**src/rtl/ula_vram_reader_pkg.sv**
```systemverilog
// ula_vram_reader_pkg: raster totals and ZX screen address formation shared with the shadow-screen logic
package ula_vram_reader_pkg;
  localparam int H48 = 448;
  localparam int V48 = 312;
  localparam int H128 = 456;
  localparam int V128 = 311;
  localparam int INT_LINE = 248;
  localparam int INT_LEN = 32;
  localparam logic [3:0] ATTR_BASE = 4'b0110;
  function automatic logic [13:0] bitmap_addr(input logic [7:0] y, input logic [4:0] c);
    return {1'b0, y[7:6], y[2:0], y[5:3], c};
  endfunction
  function automatic logic [13:0] attr_addr(input logic [7:0] y, input logic [4:0] c);
    return {ATTR_BASE, y[7:3], c};
  endfunction
endpackage

```
**src/rtl/ula_vram_reader_if.sv**
```systemverilog
// ula_vram_reader_if: VRAM port, raster outputs and control inputs of the video reader
interface ula_vram_reader_if;
  logic timming_ula;
  logic [2:0] border;
  logic [13:0] vramaddr;
  logic [7:0] vramdout;
  logic [8:0] hc;
  logic [8:0] vc;
  logic [3:0] color;
  logic display_active;
  logic int_n;
  modport master(input timming_ula, border, vramdout, output vramaddr, hc, vc, color, display_active, int_n);
  modport slave(output timming_ula, border, vramdout, input vramaddr, hc, vc, color, display_active, int_n);
endinterface

```
**src/rtl/ula_vram_reader_serializer.sv**
```systemverilog
// ula_pixel_serializer: bitmap/attribute holding, pixel shift register, flash and colour mux
module ula_pixel_serializer (
  input  logic       clk,
  input  logic       rst_n,
  input  logic       cap,
  input  logic       load,
  input  logic [7:0] din,
  input  logic       flash,
  input  logic       active,
  input  logic [2:0] border,
  output logic [3:0] color,
  output logic       display_active
);
  logic [7:0] bmp, shift, attr;
  logic pix;
  assign pix = shift[7] ^ (attr[7] & flash);
  always_ff @(posedge clk or negedge rst_n)
    if (!rst_n) begin
      bmp <= '0;
      shift <= '0;
      attr <= '0;
      color <= '0;
      display_active <= 1'b0;
    end else begin
      bmp <= cap ? din : bmp;
      shift <= load ? bmp : {shift[6:0], 1'b0};
      attr <= load ? din : attr;
      color <= active ? {attr[6], pix ? attr[2:0] : attr[5:3]} : {1'b0, border};
      display_active <= active;
    end
endmodule

```
**src/rtl/ula_vram_reader.sv**
```systemverilog
// ula_vram_reader: raster counters, interleaved VRAM fetch and frame interrupt for the ULA video path
module ula_vram_reader import ula_vram_reader_pkg::*; #(
  parameter int H48 = ula_vram_reader_pkg::H48,
  parameter int V48 = ula_vram_reader_pkg::V48,
  parameter int H128 = ula_vram_reader_pkg::H128,
  parameter int V128 = ula_vram_reader_pkg::V128,
  parameter int INT_LINE = ula_vram_reader_pkg::INT_LINE,
  parameter int INT_LEN = ula_vram_reader_pkg::INT_LEN
) (
  input logic clk,
  input logic rst_n,
  ula_vram_reader_if.master bus
);
  logic [8:0] hc, vc, ht, vt, f_line;
  logic [4:0] frame, f_cell;
  logic [2:0] ph;
  logic h_wrap, v_wrap, cell0, fetch;
  assign ht = bus.timming_ula ? 9'(H128) : 9'(H48);
  assign vt = bus.timming_ula ? 9'(V128) : 9'(V48);
  assign h_wrap = hc >= ht - 9'd1;
  assign v_wrap = vc >= vt - 9'd1;
  assign ph = hc[2:0];
  // the last 8 clocks of a line prefetch cell 0 of the following line
  assign cell0 = hc >= ht - 9'd8;
  assign f_line = cell0 ? (v_wrap ? 9'd0 : vc + 9'd1) : vc;
  assign f_cell = cell0 ? 5'd0 : hc[7:3] + 5'd1;
  assign fetch = (cell0 || hc < 9'd248) && f_line < 9'd192;
  assign bus.hc = hc;
  assign bus.vc = vc;
  always_ff @(posedge clk or negedge rst_n)
    if (!rst_n) begin
      hc <= '0;
      vc <= '0;
      frame <= '0;
      bus.vramaddr <= '0;
      bus.int_n <= 1'b1;
    end else begin
      hc <= h_wrap ? 9'd0 : hc + 9'd1;
      vc <= h_wrap ? (v_wrap ? 9'd0 : vc + 9'd1) : vc;
      frame <= (h_wrap && v_wrap) ? frame + 5'd1 : frame;
      bus.vramaddr <= (fetch && ph == 3'd3) ? bitmap_addr(f_line[7:0], f_cell) :
                      (fetch && ph == 3'd5) ? attr_addr(f_line[7:0], f_cell) : bus.vramaddr;
      bus.int_n <= !(vc == 9'(INT_LINE) && hc < 9'(INT_LEN));
    end
  ula_pixel_serializer u_ser (
    .clk(clk),
    .rst_n(rst_n),
    .cap(fetch && ph == 3'd5),
    .load(fetch && ph == 3'd7),
    .din(bus.vramdout),
    .flash(frame[4]),
    .active(vc < 9'd192 && hc < 9'd256),
    .border(bus.border),
    .color(bus.color),
    .display_active(bus.display_active)
  );
endmodule

```
**src/flat_wrapper.sv**
```systemverilog
// flat-port wrapper written by rule: the top's interface ports become plain ports
module ula_vram_reader_flat import ula_vram_reader_pkg::*;
#(
  parameter int H48 = ula_vram_reader_pkg::H48,
  parameter int V48 = ula_vram_reader_pkg::V48,
  parameter int H128 = ula_vram_reader_pkg::H128,
  parameter int V128 = ula_vram_reader_pkg::V128,
  parameter int INT_LINE = ula_vram_reader_pkg::INT_LINE,
  parameter int INT_LEN = ula_vram_reader_pkg::INT_LEN
)
  (clk, rst_n, bus_timming_ula, bus_border, bus_vramdout, bus_vramaddr, bus_hc, bus_vc, bus_color, bus_display_active, bus_int_n);
  ula_vram_reader_if bus_i ();
  input logic clk;
  input logic rst_n;
  input wire logic [$bits(bus_i.timming_ula)-1:0] bus_timming_ula;
  input wire logic [$bits(bus_i.border)-1:0] bus_border;
  input wire logic [$bits(bus_i.vramdout)-1:0] bus_vramdout;
  output wire logic [$bits(bus_i.vramaddr)-1:0] bus_vramaddr;
  output wire logic [$bits(bus_i.hc)-1:0] bus_hc;
  output wire logic [$bits(bus_i.vc)-1:0] bus_vc;
  output wire logic [$bits(bus_i.color)-1:0] bus_color;
  output wire logic [$bits(bus_i.display_active)-1:0] bus_display_active;
  output wire logic [$bits(bus_i.int_n)-1:0] bus_int_n;
  assign bus_i.timming_ula = bus_timming_ula;
  assign bus_i.border = bus_border;
  assign bus_i.vramdout = bus_vramdout;
  assign bus_vramaddr = bus_i.vramaddr;
  assign bus_hc = bus_i.hc;
  assign bus_vc = bus_i.vc;
  assign bus_color = bus_i.color;
  assign bus_display_active = bus_i.display_active;
  assign bus_int_n = bus_i.int_n;
  ula_vram_reader #(.H48(H48), .V48(V48), .H128(H128), .V128(V128), .INT_LINE(INT_LINE), .INT_LEN(INT_LEN)) u_core (.clk(clk), .rst_n(rst_n), .bus(bus_i));
endmodule
```
**config.mk**
```make
export PLATFORM = sky130hd
export DESIGN_NAME = ula_vram_reader_flat
export DESIGN_NICKNAME = d
export VERILOG_FILES = /design/src/rtl/ula_vram_reader_pkg.sv /design/src/rtl/ula_vram_reader_if.sv /design/src/rtl/ula_vram_reader_serializer.sv /design/src/rtl/ula_vram_reader.sv /design/src/flat_wrapper.sv
export SDC_FILE = /design/constraint.sdc
export NUM_CORES = 1
export LEC_CHECK = 0
export ABC_CLOCK_PERIOD_IN_PS = 3640
export CORE_ASPECT_RATIO = 0.8
export CORE_MARGIN = 2
export CORE_UTILIZATION = 55
export DETAILED_ROUTE_END_ITERATION = 8
export PLACE_DENSITY = 0.86
export REMOVE_ABC_BUFFERS = 1
export SLEW_MARGIN = 20
export SYNTH_ARGS = -nofsm -noshare
export SYNTH_HDL_FRONTEND = slang
export SYNTH_SLANG_ARGS = --single-unit
```
**constraint.sdc**
```tcl
create_clock -name clk -period 3.64 [get_ports clk]
set_input_delay 0.91 -clock clk [delete_from_list [all_inputs] [get_ports clk]]
set_output_delay 0.91 -clock clk [all_outputs]
set_load 0.05 [all_outputs]
```
After elaboration in Yosys (flattened, before gate mapping)
Index checks and enable logic that the tools add are counted.
W data, S select, Z words.

storage, ports and cells
  bits in registers = 67
  bits of input ports = 14
  output and inout port bits = 38
  logic and storage cells = 52

cells by class
  add/subtract/negate cells = 7
  magnitude comparators = 8
  equal/unequal tests = 4
  mux-type cells = 11
  bitwise gates (word level) = 2
  reductions and logical operators = 10

operators by type and width
  operator               number
  $mux W14               2
  $ge A9 B9 Y1           3
  $lt A9 B8 Y1 const B   3
  $mux W9                3
  $add A9 B1 Y9 const B  2
  $sub A9 B1 Y9 const B  2
  $mux W4                3
  $add A5 B1 Y5 const B  2
  $eq A9 B8 Y1 const B   1
  $lt A9 B6 Y1 const B   1
  $lt A9 B9 Y1 const B   1
  $sub A9 B4 Y9 const B  1
  $mux W8                1
  $logic_and A1 B1 Y1    7
  $eq A3 B3 Y1 const B   2
  $mux W5                1
  $eq A3 B2 Y1 const B   1
  $mux W3                1
  $reduce_bool A2 Y1     1
  $and A1 B1 Y1          1
  $logic_not A1 Y1       1
  $logic_or A1 B1 Y1     1
  $xor A1 B1 Y1          1

Depth between registers and ports, before layout
  depth in word-level cells = 10
  mapped depth = 10
  mapped depth without buffers = 9

By module
From an unflattened synthesis, not the netlist that was laid out.

second synthesis, totals
  cell total of the unflattened synthesis = 308
  area total of the unflattened synthesis = 3515.9 sq um

by module, submodules not included
  module                instances  cells each  area each (sq um)  sequential area each (sq um)
  ula_vram_reader       1          235         2354.8             927.1
  ula_pixel_serializer  1          73          1161.1             725.7

Worst setup path after synthesis
Ideal clock, no wire load.

  kind = in2reg
  from = input bus_timming_ula
  to = register u_core.bus.vramaddr[2]
  library setup time = 0.125 ns
  arrival time = 2.844 ns
  required time = 3.515 ns
  slack = 0.671 ns
  stages = 10
  path buffers = 1
  cell sequence = inv_1 ha_1 and2_0 o211ai_1 nand2_1 a21oi_1 and3_4 a21boi_4 buf_6 mux2_4

on the way
  word-level cells in the longest chain between the ends = 9
  elaborated cells on any way between the ends = 17
  classes of those cells = add/sub (2); order compare (3); mux (7); reduce/logical (5)

ends and longest elaborated chain
  item                                                   RTL line                                      text
  start: declaration                                     flat_wrapper.sv:15                            input wire logic [$bits(bus_i.timming_ula)-1:0] bus_timming_ula;
  $mux W4                                                ula_vram_reader.sv:19                         assign vt = bus.timming_ula ? 9'(V128) : 9'(V48);
  $sub A9 B1 Y9                                          ula_vram_reader.sv:21                         assign v_wrap = vc >= vt - 9'd1;
  $ge A9 B9 Y1                                           ula_vram_reader.sv:21
  $mux W9 (2 in a row)                                   ula_vram_reader.sv:25                         assign f_line = cell0 ? (v_wrap ? 9'd0 : vc + 9'd1) : vc;
  $lt A9 B8 Y1                                           ula_vram_reader.sv:27                         assign fetch = (cell0 || hc < 9'd248) && f_line < 9'd192;
  $logic_and A1 B1 Y1                                    ula_vram_reader.sv:27
  $logic_and A1 B1 Y1 (on tied branches)                 ula_vram_reader.sv:41, ula_vram_reader.sv:42
  $mux W14 / $reduce_bool A2 Y1 (equally long branches)  n/a
  end signal: assignment                                 ula_vram_reader.sv:41                         bus.vramaddr <= (fetch && ph == 3'd3) ? bitmap_addr(f_line[7:0], f_cell) :
  end: declaration                                       ula_vram_reader_if.sv:12                      modport master(input timming_ula, border, vramdout, output vramaddr, hc, vc, color, display_active, int_n);

Parallel ways exist; a longest one is shown, timed or not. The select of a mux whose other input is x is not followed.
A chain may end at the register's enable or synchronous reset.

Worst setup path in the final report
  from = input bus_timming_ula
  to = register u_core.u_ser.shift[2]

on the way
  word-level cells in the longest chain between the ends = 9
  elaborated cells on any way between the ends = 13
  classes of those cells = add/sub (2); order compare (3); mux (5); reduce/logical (3)

ends and longest elaborated chain
  item                    RTL line                          text
  $mux W4                 ula_vram_reader.sv:19
  $sub A9 B1 Y9           ula_vram_reader.sv:21
  $ge A9 B9 Y1            ula_vram_reader.sv:21
  $mux W9 (2 in a row)    ula_vram_reader.sv:25
  $lt A9 B8 Y1            ula_vram_reader.sv:27
  $logic_and A1 B1 Y1 *   ula_vram_reader.sv:27
  $logic_and A1 B1 Y1 *   ula_vram_reader.sv:49             .load(fetch && ph == 3'd7),
  $mux W8 *               ula_vram_reader_serializer.sv:26  shift <= load ? bmp : {shift[6:0], 1'b0};
  end signal: assignment  ula_vram_reader_serializer.sv:26
  end: declaration        ula_vram_reader_serializer.sv:14  logic [7:0] bmp, shift, attr;

Mark *: on every way between the ends. The rest lies on a longest branch, timed or not.

==> results.json <==
{
  "setup_viol": 0,
  "cts_tree": "done",
  "required_ps": 3880,
  "finalMaxSlewViolations": 0,
  "layoutNonFillerInstCount": 454,
  "insertion_delay_ps": 350,
  "wire_per_inst_um": 17.02,
  "grt_usage": 0.2497,
  "status": "completed",
  "synth-seq-cells": 66,
  "dieWidth_um": 91.38,
  "fin_crit_ps": 3293,
  "met3_usage": 0.07487,
  "rows": 25,
  "vias_per_cell": 5.590,
  "ys_seq_area_frac": 0.4920,
  "synth-edff-count": 0,
  "powerDensity_nw_per_um2": 856.6,
  "drive_gt1_frac": 0.1903,
  "final.setup.tns_ps": 0,
  "dp_cells": 438,
  "use_met2": 0.3766,
  "place_hpwl_mm": 5.371,
  "rsz0062_at_grt": "no",
  "routabilityCongestion": 0.8791,
  "ys.flop_type": "dfrtp_1",
  "top_usage_layer": "met2",
  "ir_worst_vdd_uv": 539.4,
  "power.leakage_nw": 1.876,
  "antenna_found_initial": 0,
  "start_util": 0.5683,
  "drc_errors": 0,
  "cts_hold_buf": 0,
  "hp-class": "register to register",
  "hold_viol_final": 0,
  "gr-total-overflow": 0,
  "grt_pass1_vias": 2507,
  "cts_setup_buffers": 0,
  "grt_max_degree": 48,
  "finish.utilization": 0.7128,
  "cts_buffers": 9,
  "ctsResizeCount": 0,
  "worst_pin_slew_ps": 751.3,
  "maxCapViolCount": 0,
  "cts_buffer_depth": 2,
  "antenna_cells": 0,
  "dieArea_um2": 6753,
  "slew_headroom": 0.4964,
  "async_reset_ff_frac": 1.000,
  "fin_crit_sh": 0.9047,
  "crit_path_start_kind": "input port",
  "htreeDepth": 3,
  "pin_count": 52,
  "worstSetupPathType": "input port to register",
  "max_freq_mhz": 303.7,
  "synth_top_cell_area_share": 0.4842,
  "syn2layout_area_growth_pct": 25.44,
  "core_um2": 5912,
  "arrival_ps": 3530,
  "skew_ps": 8.619,
  "holdWs_ps": 478.2,
  "clockRootBuffer": "clkbuf_8",
  "synth_area_leaders": "dfrtp_1 (48%), mux2_2 (8.4%), ha_1 (5.6%)",
  "path_clk_slew_ps": 80,
  "port_buffers": 50,
  "use_met1": 0.3367,
  "num_vias": 2538,
  "drt_pass1_iterations": 5,
  "wirelength_mm": 7.725,
  "endpoint_kind": "register",
  "ys_types": 51,
  "synth_top_cell_by_area": "dfrtp_1",
  "cp_max_fo": 15,
  "avgSynthCellArea_um2": 10.91,
  "clock-sinks": 66,
  "drt_first_iter_violations": 194,
  "syn_inst": 308,
  "grt_pass1_wl_mm": 12.57,
  "synth_warnings": 0,
  "synthesis.area_um2": 3359,
  "drt.antenna.violating_nets": 0,
  "dieHeight_um": 73.91,
  "fin_nets": 397
}
## synth_stat cells, drive strengths merged, types with 2 or more instances
cell type,number
a21oi,10
a31oi,2
and2,10
and3,4
buf,10
clkbuf,5
dfrtp,65
ha,15
inv,13
mux2,31
mux2i,4
nand2,23
nand2b,2
nand3,9
nand4,9
nor2,26
nor3,4
o21ai,21
o22a,2
o22ai,2
o31a,2
o31ai,8
xnor2,7
xor2,7
## registers in the layout (all words and copies together) (netlist names)
| name | count |
|---|---|
| u_core.u_ser.attr | 8 |
| u_core.u_ser.shift | 8 |
| u_core.bus.int_n | 1 |
| u_core.bus.hc | 9 |
| u_core.bus.vc | 9 |
| u_core.u_ser.bmp | 8 |
| u_core.bus.vramaddr | 13 |
| u_core.u_ser.display_active | 1 |
| u_core.u_ser.color | 4 |
| u_core.frame | 5 |
## worst max-delay path, stage by stage
cell	delay, ps
clkdlybuf4s50_1	490
inv_1	90
ha_1	290
and2_0	150
o211ai_1	250
nand2_1	170
a22o_1	280
and3_4	180
buf_4	150
nand2_4	190
mux2_2	370
## kinds of logic (layout without fill, tap and decap cells)
logic type,count (synthesis),after routing,synth area share
and+or+nand+nor,94,94,0.1464
DFF,66,66,0.4920
AOI/OAI and AO/OA,55,55,0.1047
muxes,35,35,0.1225
buffers and inverters,28,93,0.04097
adders and majority gates,15,15,0.05587
xor gates and xnor gates,14,14,0.03650
other,1,1,0.001116
## layer usage
metal | share of wire | vias up
met4 | 0.022 | 0
li1 | - | 1202
met1 | 0.45 | 1236
met3 | 0.057 | 13
met2 | 0.47 | 87
met5 | 0 | -
## worst paths after layout
check	startpoint	endpoint	slack, ps	depth (start not counted)
worst min-delay path	u_core.frame[3]	u_core.frame[3]	480	1
max in group asynchronous	rst_n	u_core.bus.vc[5]	2470	2
worst max-delay path	bus_timming_ula	u_core.u_ser.shift[2]	350	11
min in group asynchronous	rst_n	u_core.u_ser.bmp[5]	540	1
worst max register to register	u_core.bus.hc[6]	u_core.u_ser.shift[2]	930	9
worst min register to register	u_core.frame[3]	u_core.frame[3]	480	1
## placed cells by master (no fill, tap or decap), types with 3 or more instances in the layout
cell	synthesis	final
nand4_1	8	8
o21ai_0	20	20
and3_1	3	3
xor2_1	7	7
nor3_1	3	3
clkbuf_8	0	9
inv_1	13	13
o31ai_1	8	8
clkinv_4	0	3
and2_1	6	6
buf_4	3	14
a21oi_1	10	10
dfrtp_1	65	65
nand3_1	9	9
mux2_2	25	25
and2_0	3	3
nand2_1	22	22
xnor2_1	7	7
mux2i_1	4	4
ha_1	15	15
nor2_1	26	26
clkdlybuf4s50_1	0	49
mux2_4	6	6
## power by group
group / internal, mW / total [mW] / switching [mW]
Clock: 0.392 / 0.696 / 0.304
Sequential: 1.00 / 1.26 / 0.255
Combinational: 0.682 / 1.66 / 0.976
Total: 2.07 / 3.61 / 1.54
## stage by stage
| step | cell area (µm²) | worst slack [ps] | total power, mW |
|---|---|---|---|
| 3_5_place_dp | 3985 | 7.134 | 2.906 |
| 3_3_place_gp | 3985 | 104.0 | 2.840 |
| 5_1_grt | 4214 | 180.4 | 3.796 |
| 4_1_cts | 4212 | 379.5 | 3.623 |
| 6_report | 4214 | 347.1 | 3.610 |
| 2_1_floorplan | 3271 | 413.9 | 2.324 |
## layout make-up
cell class / count / area (µm²)
multi-input combinational: 214 / 1569
tap: 81 / 101.3
timing repair buffer: 64 / 615.6
sequential: 66 / 1653
fill: 408 / 1698
inverter: 13 / 48.80
clock inverter: 7 / 102.6
clock buffer: 9 / 123.9
No activity file was read; power rests on OpenSTA's default activity.
